<file path="config.mk">
export PLATFORM = sky130hd
export DESIGN_NAME = bcd_score_counter
export DESIGN_NICKNAME = d
export VERILOG_FILES = /design/src/rtl/bcd_score_counter.sv
export SDC_FILE = /design/constraint.sdc
export NUM_CORES = 1
export LEC_CHECK = 0
export ABC_AREA = 1
export BUFFER_PORTS_ARGS = -buffer_cell sky130_fd_sc_hd__buf_4
export CAP_MARGIN = 0
export CORE_ASPECT_RATIO = 1.75
export CORE_MARGIN = 3
export CORE_UTILIZATION = 35
export CTS_CLUSTER_DIAMETER = 150
export DETAILED_ROUTE_END_ITERATION = 10
export GPL_TIMING_DRIVEN = 1
export HOLD_SLACK_MARGIN = 0.02
export PLACE_DENSITY = 0.64
export SYNTH_ARGS = -nofsm -noshare
export SYNTH_HDL_FRONTEND = slang
export SYNTH_SLANG_ARGS = --single-unit
</file>
<file path="constraint.sdc">
create_clock -name clk -period 1.2 [get_ports clk]
set_input_delay 0.18 -clock clk [delete_from_list [all_inputs] [get_ports clk]]
set_output_delay 0.18 -clock clk [all_outputs]
set_load 0.1 [all_outputs]
</file>
<file path="src/rtl/bcd_score_counter.sv">
// ---------------------------------------------------------------------------
// bcd_score_counter
//
// Parametrised N-digit BCD up/down counter for on-screen scores and hit
// counts. The game-control FSM drives the single-cycle strobes; the score
// renderer consumes the registered BCD digits.
//
// Parameters:
//   NUM_DIGITS  number of BCD digits (1..8)
//   WRAP        1 = roll over at the limits, 0 = saturate at the limits
//   WIN_SCORE   binary target value, used only with BCD_SCORE_WIN_DETECT_EN
//
// Ports:
//   clk       in   system clock
//   reset     in   synchronous, active-high reset
//   d_inc     in   increment strobe
//   d_dec     in   decrement strobe
//   d_clr     in   clear all digits to 0
//   d_load    in   load load_val (nibbles above 9 are clamped to 9)
//   load_val  in   BCD load value, digit 0 in bits [3:0]
//   digits    out  registered BCD count, digit 0 in bits [3:0]
//   ovf       out  one-cycle pulse: increment applied at all-9s
//   unf       out  one-cycle pulse: decrement applied at 0
//   at_zero   out  digits == 0 (combinational)
//   at_max    out  every digit == 9 (combinational)
//   win       out  sticky target-reached flag
//
// Optional feature macro: BCD_SCORE_WIN_DETECT_EN
//   Defined: win sets the cycle after digits first equals WIN_SCORE, stays
//   set until reset/d_clr/d_load, and freezes counting while set.
//   Undefined: win is tied to 0 and counting is never inhibited.
// ---------------------------------------------------------------------------
module bcd_score_counter #(
    parameter int          NUM_DIGITS = 2,
    parameter bit          WRAP       = 1'b1,
    parameter int unsigned WIN_SCORE  = 0
) (
    input  logic                    clk,
    input  logic                    reset,
    input  logic                    d_inc,
    input  logic                    d_dec,
    input  logic                    d_clr,
    input  logic                    d_load,
    input  logic [4*NUM_DIGITS-1:0] load_val,
    output logic [4*NUM_DIGITS-1:0] digits,
    output logic                    ovf,
    output logic                    unf,
    output logic                    at_zero,
    output logic                    at_max,
    output logic                    win
);

    localparam int W = 4 * NUM_DIGITS;
    localparam logic [W-1:0] ALL_NINES = {NUM_DIGITS{4'h9}};

    // Binary to BCD, evaluated at elaboration for the win target.
    function automatic logic [W-1:0] to_bcd(input int unsigned val);
        logic [W-1:0] r;
        int unsigned  v;
        r = '0;
        v = val;
        for (int i = 0; i < NUM_DIGITS; i++) begin
            r[4*i +: 4] = 4'(v % 10);
            v = v / 10;
        end
        return r;
    endfunction

    // Ripple-carry BCD increment; MSB of the result is the carry out,
    // which is set only when the input was all-9s.
    function automatic logic [W:0] bcd_inc(input logic [W-1:0] v);
        logic [W-1:0] r;
        logic         c;
        r = v;
        c = 1'b1;
        for (int i = 0; i < NUM_DIGITS; i++) begin
            if (c) begin
                if (v[4*i +: 4] == 4'd9) begin
                    r[4*i +: 4] = 4'd0;
                end else begin
                    r[4*i +: 4] = v[4*i +: 4] + 4'd1;
                    c = 1'b0;
                end
            end
        end
        return {c, r};
    endfunction

    // Ripple-borrow BCD decrement; MSB of the result is the borrow out,
    // which is set only when the input was zero.
    function automatic logic [W:0] bcd_dec(input logic [W-1:0] v);
        logic [W-1:0] r;
        logic         b;
        r = v;
        b = 1'b1;
        for (int i = 0; i < NUM_DIGITS; i++) begin
            if (b) begin
                if (v[4*i +: 4] == 4'd0) begin
                    r[4*i +: 4] = 4'd9;
                end else begin
                    r[4*i +: 4] = v[4*i +: 4] - 4'd1;
                    b = 1'b0;
                end
            end
        end
        return {b, r};
    endfunction

    // Clamp any non-BCD nibble (A..F) to 9.
    function automatic logic [W-1:0] clamp_load(input logic [W-1:0] v);
        logic [W-1:0] r;
        r = v;
        for (int i = 0; i < NUM_DIGITS; i++) begin
            if (v[4*i +: 4] > 4'd9) begin
                r[4*i +: 4] = 4'd9;
            end
        end
        return r;
    endfunction

    localparam logic [W-1:0] WIN_BCD = to_bcd(WIN_SCORE);

    logic [W-1:0] digits_q, digits_d;
    logic         ovf_q, ovf_d;
    logic         unf_q, unf_d;
    logic         win_q, win_d;

    logic [W-1:0] inc_val, dec_val;
    logic         inc_carry, dec_borrow;
    logic         inc_req, dec_req;
    logic         count_en;
    logic         win_hit;

    assign inc_req = d_inc & ~d_dec;
    assign dec_req = d_dec & ~d_inc;
    assign win_hit = (digits_q == WIN_BCD);

    always_comb begin
        digits_d = digits_q;
        ovf_d    = 1'b0;
        unf_d    = 1'b0;

        {inc_carry, inc_val}  = bcd_inc(digits_q);
        {dec_borrow, dec_val} = bcd_dec(digits_q);

`ifdef BCD_SCORE_WIN_DETECT_EN
        count_en = ~win_q;
        win_d    = win_q | win_hit;
`else
        // Target detection is absent in this build; win_hit is masked off.
        count_en = 1'b1;
        win_d    = win_hit & 1'b0;
`endif

        if (d_clr) begin
            digits_d = '0;
            win_d    = 1'b0;
        end else if (d_load) begin
            digits_d = clamp_load(load_val);
            win_d    = 1'b0;
        end else if (count_en && inc_req) begin
            ovf_d    = inc_carry;
            digits_d = (inc_carry && !WRAP) ? ALL_NINES : inc_val;
        end else if (count_en && dec_req) begin
            unf_d    = dec_borrow;
            digits_d = (dec_borrow && !WRAP) ? '0 : dec_val;
        end
    end

    always_ff @(posedge clk) begin
        if (reset) begin
            digits_q <= '0;
            ovf_q    <= 1'b0;
            unf_q    <= 1'b0;
            win_q    <= 1'b0;
        end else begin
            digits_q <= digits_d;
            ovf_q    <= ovf_d;
            unf_q    <= unf_d;
            win_q    <= win_d;
        end
    end

    assign digits  = digits_q;
    assign ovf     = ovf_q;
    assign unf     = unf_q;
    assign win     = win_q;
    assign at_zero = (digits_q == '0);
    assign at_max  = (digits_q == ALL_NINES);

endmodule

</file>
==> out/results.tsv <==
stage	metric	value	unit
clock_network	clk buf depth	2	
worst_setup_path	Worst EP required	1.02	ns
detailed_routing	Iter 0 DRT Violations	42	
detailed_routing	post-route ant nets	0	
die	die width	42.6	µm
logic_synthesis	Syn Nets	163	
global_route	first-pass GRT wire length	4540	µm
final_layout	layout cells sized above 1	47.1	%
logic_synthesis	xor and xnor area share after synthesis	1.07	%
timing	Hold WS	0.211	ns
timing	fin crit period	1.41	ns
final_layout	antenna cell count	0	
logic_synthesis	Synth Area in Compound Gates	10.9	%
die	row count	22	
die	Die ar.	2980	µm²
logic_synthesis	Seq/Total Area, Yosys	24.5	%
timing	Worst Skew	0.00265	ns
timing	worst setup slack after layout	-0.209	ns
global_route	largest net degree at the start of global routing	9	
final_layout	most common cell after layout, fill and taps aside	nand2_1	
logic_synthesis	asr flop ratio synth	0	%
logic_synthesis	Avg Cell Area, Syn	5.49	µm²
worst_setup_path	CP max FO	3	
detailed_routing	vias per inst	5.20	
final_layout	final cell count without fillers	228	
final_layout	fin area	1460	µm²
run_status	status	finished, violations left	
final_layout	nets@finish	219	
timing	Max Slew Vio Count	0	
worst_setup_path	max incr delay on CP	0.37	ns
placed_design	hpwl dp	2280	µm
detailed_routing	Post-Route WL	2840	µm
worst_setup_path	Crit. End Element	primary output	
power	Peak supply drop	0.617	mV
clock_network	CTS tree	built	
final_layout	total area of sequential cells	230	µm²
logic_synthesis	top_reg_cell synth	dfxtp_1	
worst_setup_path	buffers and inverters on the worst path	3	
worst_setup_path	CP top delay family	flip-flops	
logic_synthesis	distinct cell type count after synthesis	20	
power	pwr/cell area	940	nW/µm²
hold_path	Hold/Removal Path Class	primary input to flop	
logic_synthesis	Post-synth EDFFs	0	
placed_design	port bufs	25	
worst_setup_path	Crit Path Class	flop to primary output	
clock_network	Clock Pin Slew Worst Setup and Hold Paths	0.08	ns
die	I/O pin total	27	
timing	RSZ-0062 raised after global routing	true	
worst_setup_path	arrival time worst endpoint	1.23	ns
timing	Final period util	117	%
logic_synthesis	synth warn	0	
final_layout	multi-input combinational cell area	601	µm²
die	die height	70.0	µm
detailed_routing	first-pass detailed-route iteration total	7	
worst_setup_path	crit start category	flop	
run_status	failing checks	setup timing	
clock_network	root buf cell	clkbuf_4	
logic_synthesis	Synth Area in Simple Gates	51.7	%
clock_network	CTS Buf Count	3	
timing	setup violators final	7	
timing	Hold Vio Cnt, Final	0	
clock_network	Hold-fix buffers, CTS	0	
global_route	initial antenna violation count	0	
logic_synthesis	adder-cell share of the synthesized area	0	%
logic_synthesis	Gate Count Post-Synth	149	
worst_setup_path	slowest stage cell on the critical path	dfxtp_4	
detailed_routing	WL/cell	12.4	µm
die	core area	2150	µm²
logic_synthesis	multiplexer share of the synthesized area	0	%
placed_design	RePlAce Congestion	0.900	
logic_synthesis	top-area cell type share of the netlist area	24.5	%
clock_network	CTS Sinks	10	
placed_design	placed inst area	1250	µm²
power	leak pwr	0.733	nW
logic_synthesis	largest family of logic cells by synthesized area	simple AND/OR/NAND/NOR gates	
logic_synthesis	#FFs+latches synth	10	
run	number of max-cap violations	0	
logic_synthesis	top cells by area, synth	dfxtp_1 (24%), nand2_1 (23%), nand3_1 (10%)	
timing	Final TNS setup	-0.598	ns
final_layout	most frequent cells in the layout	nand2_1 (44), buf_4 (43), nand3_1 (16), nor2_1 (14), inv_1 (12)	
clock_network	worst-skew pair later-pin latency	0.27	ns
detailed_routing	DRC Markers	0	
global_route	vias in the first global route	1124	
global_route	total track usage	19.3	%
die	Starting Density	38.1	%
logic_synthesis	Synth Cell Area	818	µm²
logic_synthesis	Synth area leader	dfxtp_1	
detailed_routing	DR vias	1185	
final_layout	fillers	186	
final_layout	P&R area growth vs syn	78.4	%
worst_setup_path	CP Cell Sequence	inv_2 > nand2_2 > nor2_4 > inv_2 > nor2_4 > buf_12	
global_route	total congestion overflow	0	
clock_network	H-tree levels	1	
timing	fmax	0.710	GHz
placed_design	Post-Place Cells	218	
## final timing paths
| check | startpoint | endpoint | slack, ns | cells after the start |
|---|---|---|---|---|
| setup / recovery | digits[6] | at_max | -0.21 | 6 |
| hold reg to reg | digits[4] | ovf | 0.64 | 4 |
| hold / removal | d_load | unf | 0.21 | 3 |
| setup reg to reg | digits[4] | digits[7] | -0.06 | 9 |
## cells in the mapped netlist (all sizes together) (2+ instances only)
cell and count:
o21ai 9, nand3 17, dfxtp 10, nor2 22
inv 22, nand4 3, nor4 2, nand2 53
a31oi 2, a21oi 4
## per-stage QoR
stage | util, % | setup WS (ns) | power [mW]
after global placement | 58.2 | -0.0353 | 0.945
after detailed placement | 58.2 | -0.0667 | 0.953
final | 68.0 | -0.209 | 1.37
after global routing | 68.0 | -0.281 | 1.45
after floorplan | - | -0.319 | 0.763
after CTS | 64.6 | -0.225 | 1.35
## sequential cells by signal, indices dropped and copies added (netlist names)
| name | flops |
|---|---|
| digits | 8 |
| ovf | 1 |
| unf | 1 |
## worst register-to-register path, delay by kind of cell, from the launching register on
kind                   cells  cell delay, ns
DFF                        1            0.36
and+or+nand+nor            8            0.64
buffers and inverters      1            0.16
## cell type report
class / count / share of cell area, %
clock buffer: 4 / 2.49
sequential: 10 / 15.8
tap: 24 / 2.06
timing repair buffer: 53 / 32.6
multi-input combinational: 115 / 41.1
inverter: 22 / 5.91
## routing by layer
layer	routed length (µm)	global-route usage (%)	part of all wire, %
met1	971	18.3	34
met2	1620	37.9	57
met3	141	2.84	5.0
met4	108	9.00	3.8
met5	0	0	0
## logic make-up (layout without fill, tap and decap cells)
kind of cell	after synthesis	in the layout
AO/OA/AOI/OAI	15	15
XOR/XNOR	1	1
buffers and inverters	24	79
flip-flops	10	10
other	1	1
AND/OR/NAND/NOR	98	98
## power by group
group          total (mW)  switching (mW)  leakage [nW]  internal, mW
logic               0.681           0.421         0.625         0.260
registers           0.364          0.0221        0.0874         0.342
clock network       0.328           0.144        0.0210         0.184
## timing repair
item	CTS	global route
pin swaps	3	7
endpoints found under the setup margin	12	14
hold endpoints to repair	0	0
setup buffers	3	3
resized for setup	21	16
(Power assumes the default switching activity.)
